`src/rtl/ball_engine.sv`:
```
// ball_engine: registered pong ball engine.
//
// Owns the ball position and direction, the IDLE/PLAY/OVER game state and
// the per-side miss scores. The ball advances one cell per tick while in
// PLAY, reflecting off the side walls and off the top and bottom paddles.
//
// Ports:
//   clk          system clock
//   reset        asynchronous, active-high reset
//   tick         step enable, one ball move per tick
//   serve        start play from IDLE / return to IDLE from OVER
//   paddle_top   leftmost column of the top paddle
//   paddle_down  leftmost column of the bottom paddle
//   ball_x/y     ball column / row
//   dir_x        1 = increasing x, 0 = decreasing
//   dir_y        1 = downward, 0 = upward
//   playing      high while in PLAY
//   hit          one-cycle pulse on a paddle reflection
//   endgame      high while in OVER
//   loser        0 = top missed, 1 = bottom missed (valid with endgame)
//   score_top    misses by the bottom player (saturating)
//   score_down   misses by the top player (saturating)
module ball_engine #(
    parameter int COORD_W = 3,
    parameter int FIELD_W = 8,
    parameter int FIELD_H = 8,
    parameter int PAD_W   = 3,
    parameter int START_X = 3,
    parameter int START_Y = 3,
    parameter int SCORE_W = 4
) (
    input  logic               clk,
    input  logic               reset,
    input  logic               tick,
    input  logic               serve,
    input  logic [COORD_W-1:0] paddle_top,
    input  logic [COORD_W-1:0] paddle_down,
    output logic [COORD_W-1:0] ball_x,
    output logic [COORD_W-1:0] ball_y,
    output logic               dir_x,
    output logic               dir_y,
    output logic               playing,
    output logic               hit,
    output logic               endgame,
    output logic               loser,
    output logic [SCORE_W-1:0] score_top,
    output logic [SCORE_W-1:0] score_down
);

    typedef enum logic [1:0] {
        IDLE = 2'd0,
        PLAY = 2'd1,
        OVER = 2'd2
    } state_t;

    localparam logic [COORD_W-1:0] X_MIN      = COORD_W'(1);
    localparam logic [COORD_W-1:0] X_MAX      = COORD_W'(FIELD_W - 2);
    localparam logic [COORD_W-1:0] Y_MIN      = COORD_W'(1);
    localparam logic [COORD_W-1:0] Y_MAX      = COORD_W'(FIELD_H - 2);
    localparam logic [COORD_W-1:0] Y_TOP_GOAL = COORD_W'(0);
    localparam logic [COORD_W-1:0] Y_BOT_GOAL = COORD_W'(FIELD_H - 1);
    localparam logic [COORD_W-1:0] Y_TOP_BNC  = COORD_W'(2);
    localparam logic [COORD_W-1:0] Y_BOT_BNC  = COORD_W'(FIELD_H - 3);
    localparam logic [COORD_W-1:0] SX         = COORD_W'(START_X);
    localparam logic [COORD_W-1:0] SY         = COORD_W'(START_Y);
    localparam logic [SCORE_W-1:0] SCORE_MAX  = {SCORE_W{1'b1}};
    localparam logic [COORD_W:0]   PAD_SPAN   = (COORD_W + 1)'(PAD_W - 1);

    // Paddle cover test done one bit wider so a paddle hanging off the
    // right edge of the field does not wrap back onto column 0.
    function automatic logic covers(input logic [COORD_W-1:0] p,
                                    input logic [COORD_W-1:0] x);
        logic [COORD_W:0] pe;
        logic [COORD_W:0] xe;
        pe = {1'b0, p};
        xe = {1'b0, x};
        return (pe <= xe) && (xe <= pe + PAD_SPAN);
    endfunction

    function automatic logic [SCORE_W-1:0] sat_inc(input logic [SCORE_W-1:0] s);
        return (s == SCORE_MAX) ? s : s + 1'b1;
    endfunction

    state_t             state_q, state_d;
    logic [COORD_W-1:0] bx_q, bx_d;
    logic [COORD_W-1:0] by_q, by_d;
    logic               dx_q, dx_d;
    logic               dy_q, dy_d;
    logic               hit_q, hit_d;
    logic               endgame_q, endgame_d;
    logic               loser_q, loser_d;
    logic [SCORE_W-1:0] st_q, st_d;
    logic [SCORE_W-1:0] sd_q, sd_d;

    // X step: wall reflection and move on the same tick.
    logic               ndx;
    logic [COORD_W-1:0] nbx;
    logic               cov_top;
    logic               cov_down;

    assign ndx      = (bx_q == X_MIN) ? 1'b1 : (bx_q == X_MAX) ? 1'b0 : dx_q;
    assign nbx      = ndx ? bx_q + 1'b1 : bx_q - 1'b1;
    assign cov_top  = covers(paddle_top, bx_q);
    assign cov_down = covers(paddle_down, bx_q);

    always_comb begin
        state_d   = state_q;
        bx_d      = bx_q;
        by_d      = by_q;
        dx_d      = dx_q;
        dy_d      = dy_q;
        hit_d     = 1'b0;
        endgame_d = endgame_q;
        loser_d   = loser_q;
        st_d      = st_q;
        sd_d      = sd_q;

        case (state_q)
            IDLE: begin
                // Ball is already parked at the serve position here.
                if (serve) begin
                    state_d = PLAY;
                end
            end

            PLAY: begin
                if (tick) begin
                    bx_d = nbx;
                    dx_d = ndx;
                    if ((by_q == Y_MIN) && !dy_q) begin
                        if (cov_top) begin
                            dy_d  = 1'b1;
                            by_d  = Y_TOP_BNC;
                            hit_d = 1'b1;
                        end else begin
                            by_d      = Y_TOP_GOAL;
                            state_d   = OVER;
                            endgame_d = 1'b1;
                            loser_d   = 1'b0;
                            sd_d      = sat_inc(sd_q);
                        end
                    end else if ((by_q == Y_MAX) && dy_q) begin
                        if (cov_down) begin
                            dy_d  = 1'b0;
                            by_d  = Y_BOT_BNC;
                            hit_d = 1'b1;
                        end else begin
                            by_d      = Y_BOT_GOAL;
                            state_d   = OVER;
                            endgame_d = 1'b1;
                            loser_d   = 1'b1;
                            st_d      = sat_inc(st_q);
                        end
                    end else begin
                        by_d = dy_q ? by_q + 1'b1 : by_q - 1'b1;
                    end
                end
            end

            OVER: begin
                // Everything holds until serve; scores survive the restart.
                if (serve) begin
                    state_d   = IDLE;
                    bx_d      = SX;
                    by_d      = SY;
                    dx_d      = 1'b1;
                    dy_d      = 1'b1;
                    endgame_d = 1'b0;
                end
            end

            default: begin
                state_d = IDLE;
            end
        endcase
    end

    always_ff @(posedge clk or posedge reset) begin
        if (reset) begin
            state_q   <= IDLE;
            bx_q      <= SX;
            by_q      <= SY;
            dx_q      <= 1'b1;
            dy_q      <= 1'b1;
            hit_q     <= 1'b0;
            endgame_q <= 1'b0;
            loser_q   <= 1'b0;
            st_q      <= '0;
            sd_q      <= '0;
        end else begin
            state_q   <= state_d;
            bx_q      <= bx_d;
            by_q      <= by_d;
            dx_q      <= dx_d;
            dy_q      <= dy_d;
            hit_q     <= hit_d;
            endgame_q <= endgame_d;
            loser_q   <= loser_d;
            st_q      <= st_d;
            sd_q      <= sd_d;
        end
    end

    assign ball_x     = bx_q;
    assign ball_y     = by_q;
    assign dir_x      = dx_q;
    assign dir_y      = dy_q;
    assign playing    = (state_q == PLAY);
    assign hit        = hit_q;
    assign endgame    = endgame_q;
    assign loser      = loser_q;
    assign score_top  = st_q;
    assign score_down = sd_q;

endmodule

```
`config.mk`:
```
export PLATFORM = sky130hd
export DESIGN_NAME = ball_engine
export DESIGN_NICKNAME = d
export VERILOG_FILES = /design/src/rtl/ball_engine.sv
export SDC_FILE = /design/constraint.sdc
export NUM_CORES = 1
export LEC_CHECK = 0
export ABC_AREA = 1
export BUFFER_PORTS_ARGS = -buffer_cell sky130_fd_sc_hd__buf_4
export CAP_MARGIN = 20
export CELL_PAD_IN_SITES_DETAIL_PLACEMENT = 0
export CELL_PAD_IN_SITES_GLOBAL_PLACEMENT = 2
export CORE_ASPECT_RATIO = 1.25
export CORE_UTILIZATION = 29
export CTS_CLUSTER_DIAMETER = 200
export DETAILED_ROUTE_END_ITERATION = 8
export GPL_TIMING_DRIVEN = 0
export PLACE_DENSITY_LB_ADDON = 0.1
export RECOVER_POWER = 100
export SYNTH_ARGS = -nofsm -noshare
export SYNTH_HDL_FRONTEND = slang
export SYNTH_SLANG_ARGS = --single-unit
```
`constraint.sdc`:
```
create_clock -name clk -period 1.6 [get_ports clk]
set_input_delay 0.08 -clock clk [delete_from_list [all_inputs] [get_ports clk]]
set_output_delay 0.08 -clock clk [all_outputs]
set_load 0.02 [all_outputs]
```
==> flow_summary.toml <==
[floorplanning]
start_util_pct = 30.68
fp.dieArea_um2 = 6149
core_area_um2 = 5518
die_w_um = 70.34
die_h_um = 87.42
pin_count = 30
rows = 30

[synth]
synth_cells = 211
ys_seq_elements = 21
synth_area_per_cell_um2 = 8.023
yosysUniqueCellTypes = 25
yosysWarnings = 0
syn_area_um2 = 1693
syn-num-nets = 248
ys_seq_area_share_pct = 31.49

[timing]
fmax_mhz = 597.5
worst_hold_slack_ns = -0.002587
fin_crit_ns = 1.674
hold_violations = 4
final.period_utilization_pct = 104.6
worstMarginPinSlew_ns = 0.8716
rsz0062_at_grt = "true"
relSlewSlack_pct = 41.83
fin_skew_ns = 0.007188
setup_viol = 14
slew_viol_final = 0
setup_ws_ns = -0.07378

[critical_path]
start_kind = "flip-flop"
reg2reg_to = "state_q[1]"
cp-end-kind = "flip-flop"
crit_type = "reg2reg"
worstPathMaxFanout = 4
reg2reg_slack_ns = -0.07
cp.required_ns = 1.77
arrival_ns = 1.84
reg2reg_from = "ball_x[1]"
rr_worst_depth = 11
crit_path_start = "ball_x[1]"

[global_routing]
grt_usage_pct = 13.95
grt_pass1_wl_um = 6872
grt_max_degree = 22
grt_overflow = 0
grt_pass1_vias = 1475
antenna_found_initial = 0

[route]
drt_iter0_drc = 60
top_layer = "met4"
drc = 0
wl_met2_um = 2116
vias = 1502
drt_pass1_iterations = 4
ant_nets = 0
wire_per_inst_um = 12.67
viasPerCell = 4.650
wl_um = 4091
dr_wl_met3_um = 96
drt-met1-wl_um = 1838

[clock_network]
cts_made_buffers = 3
cts_sinks = 21
clockRootBuffer = "clkbuf_8"
htreeDepth = 1
cts_tree = "built"
clk_pin_slew_ns = 0.08
ctsHoldBuffers = 0
worstSkewPairLatency_ns = 0.27
clockBufferDepth = 2

[place]
place_worst_setup_slack_ns = -0.2601
dp_hpwl_um = 2984
placedCellCount = 304
gp_congestion = 0.6892
numPortBuffers = 29

[job]
cap_viol_max_count = 0

[status]
violations = "negative hold slack, negative setup slack"
status = "complete, but fails checks"

[pwr]
p_total_uw = 4168
power_density_nw_per_um2 = 1785
p_leak_uw = 0.001151
ir_drop_mv = 0.6780

[finish]
nNetsFinal = 297
area_growth_syn_to_layout_pct = 37.92
final_cells = 323
diodes = 0
multi_input_area_um2 = 1220
drive_gt1_share_pct = 37.45
fillers = 595
regArea_um2 = 534.3

[min_path]
hold_path.class = "in2async"
## cell usage after synthesis
cell,count,area [um^2]
a21oi_4,1,16.27
xor2_1,1,8.760
inv_1,37,138.9
nand2_1,50,187.7
o22ai_1,2,12.51
nand2_4,1,11.26
nand3_1,19,95.09
nand2_2,1,6.260
nor2_2,2,12.51
xnor2_1,9,78.83
o21ai_2,1,8.760
o2111ai_1,1,8.760
or2_2,1,6.260
clkbuf_8,1,13.76
o21bai_1,1,7.510
nand3_2,6,60.06
a21oi_1,5,25.02
o21ai_1,1,5.000
dfrtp_1,15,375.4
dfstp_2,6,157.7
nand3b_1,3,22.52
ha_1,27,337.8
nor2_1,6,22.52
o21ai_0,11,55.05
nand4_1,3,18.77
## report_power, final
group / switching (uW) / internal, uW
sequential: 185 / 744
combinational: 1640 / 1240
clock: 184 / 178
## layout make-up
type / instances / area share, %
clock buffers: 4 / 1.929
flip-flops and latches: 21 / 22.88
plain buffers: 1 / 0.6431
inverters: 37 / 6.163
well taps: 64 / 3.430
repair buffers: 44 / 12.70
multi-input cells: 152 / 52.25
## through the flow
stage               area, um^2  util [%]  TNS [ns]
floorplan                 1744         -   -0.7624
global placement          2042     37.01    -2.979
detailed placement        2042     37.01    -2.923
CTS                       2251     40.79   -0.6983
global route              2335     42.31    -2.154
finish                    2335     42.31   -0.6417
## flip-flops by register name, indices dropped and copies added, names as in the netlist
signal	flops
dir_y	1
state_q	2
dir_x	1
endgame	1
loser	1
score_top	4
hit	1
ball_y	3
score_down	4
ball_x	3
## cells in the final DEF, fill, tap and decap left out, types with 8 or more instances in the layout
master    synthesis  routed
buf_4             0      28
clkbuf_1          0      13
dfrtp_1          15      14
ha_1             27      19
inv_1            37      29
nand2_1          50      35
nand2_2           1      11
nand3_1          19      13
nand3_2           6       9
xnor2_1           9       8
## layer usage
metal,GRT usage [%],vias up
li1,-,773
met5,0,-
met2,25.54,17
met4,3.818,0
met3,1.968,4
met1,16.92,708
## how the worst max path moves through the flow
stage	to	slack [ns]	cells past startpoint
floorplan	loser	-0.09	12
global placement	endgame	-0.26	10
detailed placement	state_q[0]	-0.26	10
CTS	loser	-0.07	13
global route	state_q[1]	-0.18	10
finish	state_q[1]	-0.07	11
## cell families after synthesis
kind of cell | share of synthesized area, %
fa+ha+maj | 19.96
compound gates | 8.204
flops | 31.49
buf+inv | 9.017
simple gates | 26.16
xor+xnor | 5.174
## worst max-delay path, cell delays in order, from the launching register on
cell	delay, ns
dfstp_2	0.57
inv_4	0.06
ha_4	0.27
inv_2	0.04
nand3b_1	0.08
nand2_1	0.06
nand2_2	0.13
nand3_2	0.12
nand2_4	0.09
nand2_4	0.05
nand3_1	0.06
nand2_1	0.05
## what timing repair did
item,CTS,global route
endpoints found under the setup margin,18,19
pin swaps,9,15
setup buffers,9,6
gates resized for setup,25,24
Power figures use the tool's default switching activity.
